### src/rtl/rvvi_flow_control_pkg.sv
// Types and widths shared by the RVVI transmit flow controller and its gap timer.
package rvvi_flow_control_pkg;
  localparam int GAP_TIMER_WIDTH = 32;

  typedef enum logic [1:0] {IDLE, SEND, GAP} flowState_t;
endpackage

### src/rtl/rvvi_gap_timer.sv
// Loadable down-counter that times the inter-packet gap; expire marks the last gap cycle.
module rvvi_gap_timer
  import rvvi_flow_control_pkg::*;
(
  input  logic                       clk,
  input  logic                       reset,
  input  logic                       load,
  input  logic                       en,
  input  logic [GAP_TIMER_WIDTH-1:0] loadValue,
  output logic                       expire
);

  logic [GAP_TIMER_WIDTH-1:0] count;

  // Load wins over decrement; the counter parks at zero once drained.
  always_ff @(posedge clk) begin
    if (reset)                     count <= '0;
    else if (load)                 count <= loadValue;
    else if (en && (count != '0))  count <= count - 1'b1;
  end

  assign expire = (count == GAP_TIMER_WIDTH'(1));

endmodule

### src/rtl/rvvi_flow_control.sv
// Transmit-side flow control for the RVVI trace link: grants frames, spaces them by the
// host-requested gap, and bounds unacknowledged frames to WINDOW with a timeout resync.
module rvvi_flow_control
  import rvvi_flow_control_pkg::*;
#(
  parameter int                         FRAME_COUNT_WIDTH = 64,
  parameter int                         WINDOW            = 16,
  parameter int                         ACK_TIMEOUT       = 1 << 24,
  parameter logic [GAP_TIMER_WIDTH-1:0] DEFAULT_DELAY     = 32'd0
) (
  input  logic                          clk,
  input  logic                          reset,
  input  logic                          FrameReq,
  output logic                          FrameGrant,
  input  logic                          FrameDone,
  input  logic                          AckValid,
  input  logic [FRAME_COUNT_WIDTH-1:0]  AckFrameCount,
  input  logic [GAP_TIMER_WIDTH-1:0]    AckDelay,
  output logic [FRAME_COUNT_WIDTH-1:0]  TxFrameCount,
  output logic [$clog2(WINDOW+1)-1:0]   InFlight,
  output logic [GAP_TIMER_WIDTH-1:0]    CurrDelay,
  output logic                          Stall,
  output logic                          AckTimeout
);

  localparam int IW = $clog2(WINDOW + 1);
  localparam int TW = (ACK_TIMEOUT > 1) ? $clog2(ACK_TIMEOUT) : 1;
  localparam logic [IW-1:0] WINDOW_L = IW'(WINDOW);

  flowState_t                   state, nextState;
  logic [FRAME_COUNT_WIDTH-1:0] lastAck;
  logic [FRAME_COUNT_WIDTH-1:0] inFlightWide;
  logic [FRAME_COUNT_WIDTH-1:0] ackDist;
  logic [TW-1:0]                timeoutCount;
  logic                         frameIssue, ackAccept, timeoutHit;
  logic                         gapLoad, gapExpire;

  // Modular differences make both the in-flight count and the ack check wrap-safe.
  assign inFlightWide = TxFrameCount - lastAck;
  assign InFlight     = IW'(inFlightWide);
  assign ackDist      = TxFrameCount - AckFrameCount;
  assign ackAccept    = AckValid && (ackDist <= inFlightWide);

  assign FrameGrant = (state == IDLE) && (InFlight < WINDOW_L);
  assign Stall      = (InFlight == WINDOW_L);
  assign frameIssue = FrameReq && FrameGrant;
  assign timeoutHit = (InFlight != '0) && !ackAccept && (timeoutCount == TW'(ACK_TIMEOUT - 1));

  always_ff @(posedge clk) begin
    if (reset) state <= IDLE;
    else       state <= nextState;
  end

  always_comb begin
    nextState = state;
    gapLoad   = 1'b0;
    case (state)
      IDLE: if (frameIssue) nextState = SEND;
      SEND: if (FrameDone) begin
        if (CurrDelay == '0) nextState = IDLE;
        else begin
          nextState = GAP;
          gapLoad   = 1'b1;
        end
      end
      GAP:  if (gapExpire) nextState = IDLE;
      default: nextState = IDLE;
    endcase
  end

  rvvi_gap_timer gapTimer (
    .clk       (clk),
    .reset     (reset),
    .load      (gapLoad),
    .en        (state == GAP),
    .loadValue (CurrDelay),
    .expire    (gapExpire)
  );

  // An accepted ack and a grant in the same cycle both land; acceptance uses the old count.
  always_ff @(posedge clk) begin
    if (reset) begin
      TxFrameCount <= '0;
      lastAck      <= '0;
      CurrDelay    <= DEFAULT_DELAY;
      timeoutCount <= '0;
      AckTimeout   <= 1'b0;
    end else begin
      if (frameIssue) TxFrameCount <= TxFrameCount + 1'b1;
      if (ackAccept) begin
        lastAck   <= AckFrameCount;
        CurrDelay <= AckDelay;
      end else if (timeoutHit) begin
        lastAck    <= TxFrameCount;
        AckTimeout <= 1'b1;
      end
      if (ackAccept || timeoutHit || (InFlight == '0)) timeoutCount <= '0;
      else                                            timeoutCount <= timeoutCount + 1'b1;
    end
  end

endmodule

### config.mk
export PLATFORM = sky130hd
export DESIGN_NAME = rvvi_flow_control
export DESIGN_NICKNAME = d
export VERILOG_FILES = /design/src/rtl/rvvi_flow_control_pkg.sv /design/src/rtl/rvvi_gap_timer.sv /design/src/rtl/rvvi_flow_control.sv
export SDC_FILE = /design/constraint.sdc
export NUM_CORES = 1
export LEC_CHECK = 0
export CORE_MARGIN = 3
export CORE_UTILIZATION = 39
export CTS_CLUSTER_DIAMETER = 60
export CTS_CLUSTER_SIZE = 20
export DETAILED_ROUTE_END_ITERATION = 12
export DONT_BUFFER_PORTS = 1
export PLACE_DENSITY = 0.56
export REMOVE_ABC_BUFFERS = 1
export SYNTH_ARGS = -nofsm -noshare
export SYNTH_HDL_FRONTEND = slang
export SYNTH_HIERARCHICAL = 1
export SYNTH_SLANG_ARGS = --single-unit
export TNS_END_PERCENT = 50
### constraint.sdc
create_clock -name clk -period 6.9 [get_ports clk]
set_input_delay 1.035 -clock clk [delete_from_list [all_inputs] [get_ports clk]]
set_output_delay 1.035 -clock clk [all_outputs]
set_load 0.005 [all_outputs]
==> results_dict.tcl <==
set metrics [dict create \
    max-clock-path-buffers 3 \
    tritoncts_clock_tree "built" \
    clk-insertion-delay-late_ps 600 \
    clk_slew_on_worst_s_h_paths_ps 70 \
    vdd_drop_max_uv 180 \
    route.vias.total 18300 \
    overall_routed_net_length_um 61800 \
    postPlaceCellArea_um2 19800 \
    power.leakage_nw 9.25 \
    cp_data_arrival_time_ps 6640 \
    worstRegToRegCells 24 \
    run_status "finished, final reports clean" \
    asyncSetResetFlopFracSynth_pct 0 \
    synthTopCellsByArea "dfxtp_1 23%, ha_1 13%, nor2_1 6.0%" \
    crit_path_class "flop to flop" \
    cts_buffers 28 \
    drive_above_1_share_pct 5.08 \
    cts.root.buffer_cell "clkbuf_16" \
    syn-cell-area_um2 19100 \
    hold_vio_cnt_final 0 \
    fmax_ghz 0.161 \
    synthesis.instances 2572 \
    regToRegEndpoint "CurrDelay[25]" \
    cts.htree.levels 1 \
    worst_slew_pin_slew_ps 931 \
    initial_core_utilization_pct 39.8 \
    worst_clock_skew_ps 37.1 \
    most_common_flop_cell_mapped_by_yosys "dfxtp_1" \
    yosysWarningCount 6 \
    die_height_um 227 \
    ant_nets 0 \
    post_route_setup_tns_ps 0 \
    clkSinkCount 219 \
    hold_path_startpoint "lastAck[61]" \
    remaining_drc_errors 0 \
    initial_antenna_violation_count 0 \
    r2r_start "TxFrameCount[0]" \
    yosys_register_bits 219 \
    slew-limit-headroom_pct 37.9 \
    finish.instance_area_um2 20700 \
    r2r_setup_slack_ps 700 \
    design_power_total_w 0.00403 \
    cts_setup_buffers 0 \
    fin_crit_ps 6200 \
    core_area_um2 48000 \
    viasPerCell 5.79 \
    hold_buffers 0 \
    synthToLayoutAreaGrowth_pct 8.44 \
    grt_setup_unrepaired "false" \
    finish.net_count 2817 \
    hold_depth 2 \
    crit_path_start_kind "flop" \
    weighted_congestion_reported_at_the_end_of_routability_driven_placement 0.890 \
    initialDrtViolationCount 1241 \
    die_area_um2 51700 \
    hpwl_um 47900 \
    gr-usage-all-layers_pct 23.0 \
    avgSynthCellArea_um2 7.44 \
    power.density_cell_area_nw_per_um2 194 \
    sequential_share_of_the_synthesized_area_pct 22.9 \
    port_buffers 0 \
    number_of_maximum_capacitance_constraint_violations 0 \
    number_of_resized_instances_in_the_post_cts_repair_step 0 \
    holdPathEnd "lastAck[61]" \
    hold-worst-slack_ps 477 \
    global_route.overflow_total 0 \
    post-synth-top-area-fraction_pct 22.9 \
    first_global_vias 17500 \
    grt_max_degree 196 \
    crit_required_ps 7350 \
    synth_largest_area_cell "dfxtp_1" \
    holdCritPathClass "flop to flop" \
    post_drt_wl_per_cell_um 19.6 \
    grt_first_pass_wirelength_um 96300 \
    ioPinCount 205 \
    post_synth_num_cell_types 91 \
    placementRows 80 \
    finalSetupViolCount 0 \
    crit_path_max_fanout 25 \
    final_max_slew_viol_count 0 \
    cp-end-kind "flop" \
    synth_edf_count 0 \
    die_span_in_x_um 227 \
    timing.final.crit_share_pct 89.8 \
    drtPass1Iterations 5 \
]
[power by group]
group | total (W) | internal (W) | switching [W]
clock | 0.00149 | 0.000814 | 0.000679
sequential | 0.00142 | 0.00135 | 0.0000753
combinational | 0.00111 | 0.000431 | 0.000682
total | 0.00403 | 0.00259 | 0.00144
[layout make-up]
class,instances,area [µm²]
fillers,4965,27300
repair buffers,36,370
flip-flops and latches,219,4380
inverters,191,717
well taps,615,769
clock buffers,32,716
diodes,1,2.50
multi-input cells,2044,13600
clock inverters,19,210
[synthesized netlist by cell type, types with 5 or more instances]
cell type	number
o21ai_0	103
inv_1	190
clkbuf_1	100
ha_1	194
dfxtp_1	219
a21boi_0	7
and2_1	12
nor2b_1	21
nor4_1	18
o41ai_1	5
a221oi_1	7
and3_1	29
a2111oi_0	7
buf_1	9
nand2_1	274
a311oi_1	81
a21o_1	97
o211ai_1	12
and4_1	12
xor2_1	93
xnor2_1	102
a21oi_1	183
or4_1	13
nor3_1	45
o21bai_1	23
nand4_1	66
a31oi_1	25
o31a_1	5
mux2i_1	37
o31ai_1	19
nand2b_1	22
or3_1	26
o21a_1	15
or2_2	8
a211oi_1	14
nand3_1	75
nor2_1	304
[flip-flops by register name, summed over array words and instances (netlist names)]
register and flops:
AckTimeout 1, timeoutCount 24, CurrDelay 32, state 2, TxFrameCount 64, lastAck 64, gapTimer/count 32
[cells in the final DEF, fill, tap and decap left out, drive strengths merged, types with 8 or more instances in the layout]
| master | n |
|---|---|
| a221oi | 8 |
| nand4 | 67 |
| o211ai | 13 |
| a31oi | 25 |
| or3 | 32 |
| nand2b | 22 |
| clkbuf | 32 |
| a211oi | 14 |
| and4 | 12 |
| a21o | 97 |
| and2 | 13 |
| buf | 36 |
| a21oi | 183 |
| and3 | 31 |
| a21boi | 8 |
| mux2i | 37 |
| nor2 | 304 |
| or2 | 9 |
| o21ai | 105 |
| xnor2 | 102 |
| o21a | 15 |
| dfxtp | 219 |
| or4 | 15 |
| nor4 | 18 |
| inv | 200 |
| nand2 | 274 |
| o21bai | 23 |
| nor2b | 21 |
| xor2 | 93 |
| o31ai | 20 |
| ha | 194 |
| nand3 | 75 |
| a311oi | 81 |
| nor3 | 50 |
[per-layer routing]
layer  global-route usage, %  share of wire [%]  vias up
li1                        -                  -     9084
met1                    31.4                 47     8671
met2                    37.3                 45      455
met3                    4.67                6.4       81
met4                    5.97                2.3        0
met5                       0                  0        -
[per-stage QoR]
step / setup WS (ps) / std cells / utilization, %
2_1_floorplan: -7700 / 2454 / -
3_3_place_gp: 513 / 3105 / 41.2
3_5_place_dp: 496 / 3105 / 41.2
5_1_grt: 272 / 3156 / 43.2
6_report: 703 / 3157 / 43.2
4_1_cts: 774 / 3156 / 43.2
[critical path, cell delays in order, from the launching register on]
cell and delay [ps]:
dfxtp_1 310, buf_4 190, inv_1 90, ha_1 240, nor2b_1 150, o31a_1 210, o22a_1 270, a21oi_1 190
o41ai_1 680, a21oi_1 410, o31ai_1 750, a21oi_1 190, xnor2_1 180, ha_1 330, nand4_1 160, nor2_1 300
nand2_1 90, nor3_1 190, buf_4 140, o31ai_1 90, a21oi_4 200, buf_12 170, buf_12 210, mux2i_1 220
nor2_1 50
[worst max path at each step]
stage / startpoint / to / slack (ps) / cells after the start
final: TxFrameCount[0] / CurrDelay[25] / 700 / 24
after global routing: TxFrameCount[1] / lastAck[38] / 270 / 22
after CTS: TxFrameCount[1] / CurrDelay[25] / 770 / 22
after detailed placement: AckFrameCount[15] / lastAck[17] / 500 / 24
after global placement: AckFrameCount[15] / CurrDelay[21] / 510 / 24
after floorplan: AckFrameCount[19] / timeoutCount[10] / -7700 / 20
[kinds of logic (layout without fill, tap and decap cells)]
logic type	after synthesis	after routing	share of synthesized area, %
buf+inv	309	278	6.23
fa+ha+maj	196	196	12.9
mux	38	38	2.00
xor+xnor	195	195	8.93
flops	219	219	22.9
other cells	0	1	0
compound gates	657	657	23.2
simple gates	958	958	23.9
Note: power is estimated with default switching activity, not from simulation.
